**src/rtl/bram_axis_reader_pkg.sv**
```systemverilog
// bram_axis_reader_pkg: shared widths and FSM encoding for the BRAM<->AXIS adapters
package bram_axis_reader_pkg;
   localparam int DEF_DATA_WIDTH = 32;
   localparam int DEF_BRAM_WIDTH = 1152;
   localparam int DEF_ADDR_WIDTH = 12;
   localparam int DEF_WORDS_PER_LINE = DEF_BRAM_WIDTH / DEF_DATA_WIDTH;
   typedef enum logic [2:0] {IDLE, REQ, WAIT, STREAM, FIN} state_t;
endpackage

```
**src/rtl/bram_axis_reader_if.sv**
```systemverilog
// bram_axis_reader_if: AXI-Stream master/slave bundle
interface bram_axis_reader_if #(parameter int DW = bram_axis_reader_pkg::DEF_DATA_WIDTH);
   logic          tvalid;
   logic          tready;
   logic          tlast;
   logic [DW-1:0] tdata;
   logic [DW/8-1:0] tstrb;
   modport master(output tvalid, tdata, tstrb, tlast, input tready);
   modport slave(input tvalid, tdata, tstrb, tlast, output tready);
endinterface

```
**src/rtl/bram_line_serializer.sv**
```systemverilog
// bram_line_serializer: holds one BRAM line and emits it LSW-first as AXIS beats
module bram_line_serializer import bram_axis_reader_pkg::*; #(
   parameter int DW = DEF_DATA_WIDTH,
   parameter int BW = DEF_BRAM_WIDTH
) (
   input  logic          clk,
   input  logic          rst,
   input  logic          load,
   input  logic [BW-1:0] line,
   input  logic          is_last_line,
   input  logic          tready,
   output logic          tvalid,
   output logic [DW-1:0] tdata,
   output logic [DW/8-1:0] tstrb,
   output logic          tlast,
   output logic          line_done
);
   localparam int WPL = BW / DW;
   localparam int CW = $clog2(WPL);
   logic [BW-1:0] line_r;
   logic [CW-1:0] word_cnt;
   logic          last_word;
   logic [CW-1:0] nxt;
   assign last_word = word_cnt == CW'(WPL - 1);
   assign nxt = last_word ? '0 : word_cnt + CW'(1);
   assign line_done = tvalid && tready && last_word;
   // tdata/tlast are pre-computed for the next word so they stay registered and stable under stall
   always_ff @(posedge clk) begin
      if (rst) begin
         line_r <= '0;
         word_cnt <= '0;
         tvalid <= 1'b0;
         tdata <= '0;
         tstrb <= '0;
         tlast <= 1'b0;
      end else if (load) begin
         line_r <= line;
         word_cnt <= '0;
         tvalid <= 1'b1;
         tdata <= line[DW-1:0];
         tstrb <= '1;
         tlast <= is_last_line && (WPL == 1);
      end else if (tvalid && tready) begin
         word_cnt <= nxt;
         tvalid <= !last_word;
         tdata <= line_r[DW*int'(nxt) +: DW];
         tlast <= is_last_line && (nxt == CW'(WPL - 1));
      end
   end
endmodule

```
**src/rtl/bram_axis_reader.sv**
```systemverilog
// bram_axis_reader: streams BRAM lines start..bound (inclusive, wrapping) out as AXIS words
module bram_axis_reader import bram_axis_reader_pkg::*; #(
   parameter int DATA_WIDTH = DEF_DATA_WIDTH,
   parameter int BRAM_WIDTH = DEF_BRAM_WIDTH,
   parameter int ADDR_WIDTH = DEF_ADDR_WIDTH
) (
   input  logic                  m00_axis_aclk,
   input  logic                  m00_axis_areset,
   input  logic                  start,
   input  logic [ADDR_WIDTH-1:0] bram_start_addr,
   input  logic [ADDR_WIDTH-1:0] bram_bound_addr,
   output logic                  busy,
   output logic                  done,
   output logic                  BRAM_EN,
   output logic [ADDR_WIDTH-1:0] BRAM_ADDR,
   input  logic [BRAM_WIDTH-1:0] BRAM_OUT,
   bram_axis_reader_if.master    m00_axis
);
   state_t state;
   logic [ADDR_WIDTH-1:0] cur_addr;
   logic [ADDR_WIDTH-1:0] bound_addr;
   logic line_done;
   bram_line_serializer #(.DW(DATA_WIDTH), .BW(BRAM_WIDTH)) u_ser (
      .clk(m00_axis_aclk),
      .rst(m00_axis_areset),
      .load(state == WAIT),
      .line(BRAM_OUT),
      .is_last_line(cur_addr == bound_addr),
      .tready(m00_axis.tready),
      .tvalid(m00_axis.tvalid),
      .tdata(m00_axis.tdata),
      .tstrb(m00_axis.tstrb),
      .tlast(m00_axis.tlast),
      .line_done(line_done)
   );
   // BRAM_EN is raised on the transition into REQ so it is high exactly during REQ
   always_ff @(posedge m00_axis_aclk) begin
      if (m00_axis_areset) begin
         state <= IDLE;
         cur_addr <= '0;
         bound_addr <= '0;
         busy <= 1'b0;
         done <= 1'b0;
         BRAM_EN <= 1'b0;
         BRAM_ADDR <= '0;
      end else begin
         BRAM_EN <= 1'b0;
         done <= 1'b0;
         case (state)
            IDLE: if (start) begin
               cur_addr <= bram_start_addr;
               bound_addr <= bram_bound_addr;
               busy <= 1'b1;
               BRAM_EN <= 1'b1;
               BRAM_ADDR <= bram_start_addr;
               state <= REQ;
            end
            REQ: state <= WAIT;
            WAIT: state <= STREAM;
            STREAM: if (line_done) begin
               if (cur_addr == bound_addr) begin
                  busy <= 1'b0;
                  done <= 1'b1;
                  state <= FIN;
               end else begin
                  cur_addr <= cur_addr + ADDR_WIDTH'(1);
                  BRAM_ADDR <= cur_addr + ADDR_WIDTH'(1);
                  BRAM_EN <= 1'b1;
                  state <= REQ;
               end
            end
            FIN: state <= IDLE;
            default: state <= IDLE;
         endcase
      end
   end
endmodule

```
**src/flat_wrapper.sv**
```systemverilog
// flat-port wrapper written by rule: the top's interface ports become plain ports
module bram_axis_reader_flat import bram_axis_reader_pkg::*;
#(
   parameter int DATA_WIDTH = DEF_DATA_WIDTH,
   parameter int BRAM_WIDTH = DEF_BRAM_WIDTH,
   parameter int ADDR_WIDTH = DEF_ADDR_WIDTH
)
  (m00_axis_aclk, m00_axis_areset, start, bram_start_addr, bram_bound_addr, busy, done, BRAM_EN, BRAM_ADDR, BRAM_OUT, m00_axis_tvalid, m00_axis_tdata, m00_axis_tstrb, m00_axis_tlast, m00_axis_tready);
  bram_axis_reader_if #(.DW((32))) m00_axis_i ();
  input  logic m00_axis_aclk;
  input  logic m00_axis_areset;
  input  logic start;
  input  logic [ADDR_WIDTH-1:0] bram_start_addr;
  input  logic [ADDR_WIDTH-1:0] bram_bound_addr;
  output logic busy;
  output logic done;
  output logic BRAM_EN;
  output logic [ADDR_WIDTH-1:0] BRAM_ADDR;
  input  logic [BRAM_WIDTH-1:0] BRAM_OUT;
  output wire logic [$bits(m00_axis_i.tvalid)-1:0] m00_axis_tvalid;
  output wire logic [$bits(m00_axis_i.tdata)-1:0] m00_axis_tdata;
  output wire logic [$bits(m00_axis_i.tstrb)-1:0] m00_axis_tstrb;
  output wire logic [$bits(m00_axis_i.tlast)-1:0] m00_axis_tlast;
  input wire logic [$bits(m00_axis_i.tready)-1:0] m00_axis_tready;
  assign m00_axis_tvalid = m00_axis_i.tvalid;
  assign m00_axis_tdata = m00_axis_i.tdata;
  assign m00_axis_tstrb = m00_axis_i.tstrb;
  assign m00_axis_tlast = m00_axis_i.tlast;
  assign m00_axis_i.tready = m00_axis_tready;
  bram_axis_reader #(.DATA_WIDTH(DATA_WIDTH), .BRAM_WIDTH(BRAM_WIDTH), .ADDR_WIDTH(ADDR_WIDTH)) u_core (.m00_axis_aclk(m00_axis_aclk), .m00_axis_areset(m00_axis_areset), .start(start), .bram_start_addr(bram_start_addr), .bram_bound_addr(bram_bound_addr), .busy(busy), .done(done), .BRAM_EN(BRAM_EN), .BRAM_ADDR(BRAM_ADDR), .BRAM_OUT(BRAM_OUT), .m00_axis(m00_axis_i));
endmodule
```
**config.mk**
```make
export PLATFORM = sky130hd
export DESIGN_NAME = bram_axis_reader_flat
export DESIGN_NICKNAME = d
export VERILOG_FILES = /design/src/rtl/bram_axis_reader_pkg.sv /design/src/rtl/bram_axis_reader_if.sv /design/src/rtl/bram_line_serializer.sv /design/src/rtl/bram_axis_reader.sv /design/src/flat_wrapper.sv
export SDC_FILE = /design/constraint.sdc
export NUM_CORES = 2
export LEC_CHECK = 0
export ABC_AREA = 1
export BUFFER_PORTS_ARGS = -buffer_cell sky130_fd_sc_hd__buf_2
export CAP_MARGIN = 20
export CORE_AREA = 3 3 478 480
export DETAILED_ROUTE_END_ITERATION = 12
export DIE_AREA = 0 0 481 483
export PLACE_DENSITY = 0.53
export SYNTH_ARGS = -nofsm -noshare
export SYNTH_HDL_FRONTEND = slang
export SYNTH_SLANG_ARGS = --single-unit
export TNS_END_PERCENT = 50
```
**constraint.sdc**
```tcl
create_clock -name m00_axis_aclk -period 6.46 [get_ports m00_axis_aclk]
set_input_delay 0.969 -clock m00_axis_aclk [delete_from_list [all_inputs] [get_ports m00_axis_aclk]]
set_output_delay 0.969 -clock m00_axis_aclk [all_outputs]
set_load 0.02 [all_outputs]
```
# Word-level counts from Yosys, hierarchy flattened
# Index checks and enable logic that the tools add are counted.
# word_totals
regBits	1223
# op_classes
n_addsub	2
eq_ne	10
n_shift	1
n_mux	22
n_bitwise	2
n_reduce_logical	13
# ops
op	count
1152-bit by 12-bit indexed part select with 32-bit output	1
32-bit two-way mux	2
12-bit two-way mux	3
12-bit case mux with 2 select lines	1
12-bit by 1-bit adder with 12-bit output (second input constant)	1
12-bit equality test	1
6-bit equality test (second input constant)	2
3-bit case mux with 4 select lines	1
1-bit two-way mux	9
3-bit two-way mux	3
4-bit AND reduction	2
6-bit by 1-bit adder with 6-bit output (second input constant)	1
3-bit by 2-bit equality test with 1-bit output (second input constant)	2
6-bit two-way mux	1
2-bit inequality test (second input constant)	3
1-bit case mux with 2 select lines	2
2-bit AND reduction	2
2-bit nonzero test	2
3-bit by 1-bit equality test with 1-bit output (second input constant)	1
1-bit logical AND	3
3-bit zero test	1
3-bit OR reduction	1
2-bit by 1-bit inequality test with 1-bit output (second input constant)	1
1-bit NOT	2
2 further kinds	2

# Logic depth before layout (Yosys ltp)
# logic_depth
depth_word	5
depth_mapped	18
depth_no_buf	15

# By module
# Synthesis repeated with hierarchy kept, for this count alone.
# hier_totals
hier_cells	8155
hier_area_um2	55507.0
# modules_own_cells
module	instances	cells_per_inst	area_per_inst_um2	seq_area_each_um2
bram_line_serializer	1	7864	53707.8	23882.9
bram_axis_reader	1	291	1799.2	600.6

# Worst setup path before layout
# Ideal clock, no wire load.
# synth_timing
path_kind	register to register
startpoint	reg u_core.u_ser.word_cnt[0]
endpoint	reg u_core.u_ser.tdata[0]
setup_time_ns	0.070
t_arrival_ns	2.665
required_time_ns	6.390
slack_ns	3.726
path_stages_with_launch	16
path_buffers	6
cell_sequence	dfxtp_1 > inv_2 > clkbuf_1 > clkbuf_1 > ha_1 > buf_2 > inv_1 > buf_2 > buf_2 > clkbuf_1 > o21ai_0 > o21ai_0 > nand2_1 > nand2_1 > nand2_1 > a21oi_1
# synth_via
elab_chain_cells	5
elab_cells_between_ends	6
# synth_rtl
item	line_no	rtl
start: declaration	bram_line_serializer.sv:21	logic [CW-1:0] word_cnt;
start signal: assignment	bram_line_serializer.sv:44	word_cnt <= nxt;
6-bit by 1-bit adder with 6-bit output / 6-bit equality test (equally long branches)	bram_line_serializer.sv:25, bram_line_serializer.sv:24	
6-bit two-way mux (*)	bram_line_serializer.sv:25	assign nxt = last_word ? '0 : word_cnt + CW'(1);
1152-bit by 12-bit indexed part select with 32-bit output (*)	bram_line_serializer.sv:46	tdata <= line_r[DW*int'(nxt) +: DW];
32-bit two-way mux (*)	bram_line_serializer.sv:43	end else if (tvalid && tready) begin
32-bit two-way mux (*)	bram_line_serializer.sv:36	end else if (load) begin
end signal: assignment	bram_line_serializer.sv:40	tdata <= line[DW-1:0];
end signal: assignment	bram_line_serializer.sv:46	
end: declaration	bram_line_serializer.sv:13	output logic [DW-1:0] tdata,
# Mark *: on every way between the ends. The rest lies on a longest branch, timed or not. The select of a mux whose other input is x is not followed.
# A chain may end at the register's enable or synchronous reset.

# Worst setup path after layout
# layout_timing
startpoint	reg u_core.u_ser.word_cnt[0]
endpoint	reg u_core.u_ser.tdata[6]
# Same word-level chain as after synthesis.

==> impl_metrics.ini <==
[global_routing]
busiest_layer = met2
grt_antenna_before_repair = 142
grtUsageMet2 = 0.4174
grt_overflow = 0
grt.total_usage = 0.2703
use_met3 = 0.05841
grt_pass1_vias = 57330
grt_use_met1 = 0.3634
grt_pass1_wl_um = 447400
grt_max_degree = 248

[timing]
period_share = 0.7210
clock_skew_ns = 0.03379
finalMaxSlewViolations = 0
tightest_slew_ns = 1.271
max_freq_ghz = 0.2147
setup_tns_ns = 0
holdWs_ns = 0.3938
post-route-min-period_ns = 4.658
grt_setup_unrepaired = no
setup_violations = 0
hold_violations = 0
slew_headroom = 0.1525

[finish]
layout_commonest_cell = o21ai_0
instances_no_fill = 11970
nets = 9973
area_growth_pct = 23.91
final_cell_mix = o21ai_0, buf_2, dfxtp_1, nand3_1, a21oi_1
final_area_mm2 = 0.06822
fin_util = 0.3036
post_route_cells_drive_above_1_share = 0.1760

[clock_tree]
insertion_delay_ns = 0.80
post_cts_buffers = 0
cts_buffer_depth = 3
cts.sinks = 1223
cts_buffers = 149
cts.clk_slew.worst_paths_ns = 0.06
cts_root_buf = clkbuf_16
cts_hold_buffers = 0
ctsHtreeMaxLevel = 4
cts_repair_resize_count = 0
cts_tree = done

[synthesis]
synth_area_leaders = dfxtp_1, o21ai_0, nand3_1, a21oi_1, nand2_1
synthArstFlopShare = 0
syn_nets = 9206
synth_area_per_cell_um2 = 6.862
synth_largest_area_cell = dfxtp_1
yosysUniqueCellTypes = 37
yosysWarnings = 0
synth_edf_count = 0
synth_area_mm2 = 0.05505
ys_seq_area_frac = 0.4447
synthFlopType = dfxtp_1
synth.top_cell.area_share = 0.4447
ys_ff_latch = 1223
synth_cells = 8023

[detailed_routing]
antenna_left = 0
dr_total_vias = 60560
drc = 0
wl_per_cell_um = 27.58
drt_wl_total_um = 330100
dr.pass1.iters = 6
viasPerCell = 5.060
drt-initial-drc-count = 6019

[min_path]
hold_path.class = input pin to flip-flop

[worst_setup_path]
crit_type = flip-flop to flip-flop
crit_required_ns = 7.18
setup.worst_path.start_class = flip-flop
end_kind = flip-flop
arrival_ns = 5.37
critPathMaxFanout = 130

[place]
port_buffers = 1232
dp_hpwl_um = 249200
placed_cells = 11630
placed_cell_area_mm2 = 0.06296
place_congestion = 0.9415

[run_status]
outcome = finished clean

[floorplan]
core_area_mm2 = 0.2247
die_w_um = 481
die-area_mm2 = 0.2323
rows = 174
start_util = 0.2450
die_h_um = 483
ioPinCount = 1233

[run]
drv_cap = 0

[power]
irDropWorstVdd_v = 0.0002074
p_leak_nw = 29.23
p_per_area_mw_per_mm2 = 340.8
-- cells by family (layout without fill, tap and decap cells) --
family,Yosys count,in the layout,share of synthesized area
adder cells (fa/ha/maj),3,3,0.0006819
AO/OA/AOI/OAI,2297,2297,0.2109
XOR/XNOR,12,12,0.002045
other,0,69,0
flip-flops,1223,1223,0.4447
buffers and inverters,1578,2463,0.1142
AND/OR/NAND/NOR,2910,2910,0.2275
-- per-layer routing --
metal,part of all wire,vias up
met5,0.0012,-
met4,0.044,62
met3,0.083,542
met2,0.44,2995
met1,0.43,29000
li1,-,27960
-- path summary, 6_finish.rpt --
| check | from | endpoint | slack, ns | cells past startpoint |
|---|---|---|---|---|
| hold / removal | BRAM_OUT[1142] | u_core.u_ser.line_r[1142]$_SDFFE_PP0P_ | 0.39 | 3 |
| setup reg to reg | u_core.u_ser.word_cnt[0]$_SDFFE_PP0P_ | u_core.u_ser.tdata[6]$_SDFFE_PP0P_ | 1.80 | 12 |
| hold reg to reg | u_core.u_ser.line_r[344]$_SDFFE_PP0P_ | u_core.u_ser.line_r[344]$_SDFFE_PP0P_ | 0.45 | 2 |
| setup / recovery | u_core.u_ser.word_cnt[0]$_SDFFE_PP0P_ | u_core.u_ser.tdata[6]$_SDFFE_PP0P_ | 1.80 | 12 |
-- cells in the mapped netlist, types with 2 or more instances --
library cell  count
clkbuf_1        497
buf_2           125
a21oi_1         940
o21ai_1          55
dfxtp_1        1223
ha_1              3
xor2_1           11
buf_4            18
nand4_1           5
buf_6            18
a31oi_1          10
buf_1            26
inv_2             6
nor4_1            2
o211ai_1         23
nand3_1        1204
o22ai_1          32
or2_2             4
o21ai_0        1235
inv_1           885
nand3b_1          2
nand2_1         912
clkbuf_2          2
nor2_1          772
-- stage by stage --
| step | total power [W] | worst slack [ns] |
|---|---|---|
| floorplan | 0.01211 | 3.726 |
| global placement | 0.01453 | 1.963 |
| detailed placement | 0.01455 | 1.972 |
| CTS | 0.02340 | 1.960 |
| global route | 0.02427 | 1.739 |
| finish | 0.02325 | 1.802 |
-- where the power goes --
part	leakage [nW]	switching (W)	internal, W
sequential	10.0	0.000443	0.00863
clock	2.49	0.00362	0.00520
combinational	16.7	0.00384	0.00152
-- worst max-delay path, stage by stage, from the launching register on --
cell and delay, ns:
dfxtp_1 0.49, inv_8 0.19, ha_4 0.51, buf_4 0.60, buf_12 0.41, nand3_1 0.19, nand3_1 0.25, nand3_1 0.32
nand2_1 0.46, nand3_1 0.18, nand2_1 0.11, nand2_1 0.10, a21oi_1 0.18
-- state kept, by name, summed over array words and instances, names as in the netlist --
register	count
u_core.BRAM_EN	1
u_core.bound_addr	12
u_core.busy	1
u_core.cur_addr	12
u_core.done	1
u_core.state	3
u_core.u_ser.line_r	1152
u_core.u_ser.tdata	32
u_core.u_ser.tlast	1
u_core.u_ser.tstrb	1
u_core.u_ser.tvalid	1
u_core.u_ser.word_cnt	6
-- area by class of cell --
cell class	count	area, um2
diodes	69	172.7
clock buffers	215	4447
clock inverters	54	639.4
fillers	24810	156500
inverters	892	3390
multi-input cells	5222	24330
flip-flops and latches	1223	24480
well taps	2992	3744
repair buffers	1302	7012
(Power assumes the default switching activity.)
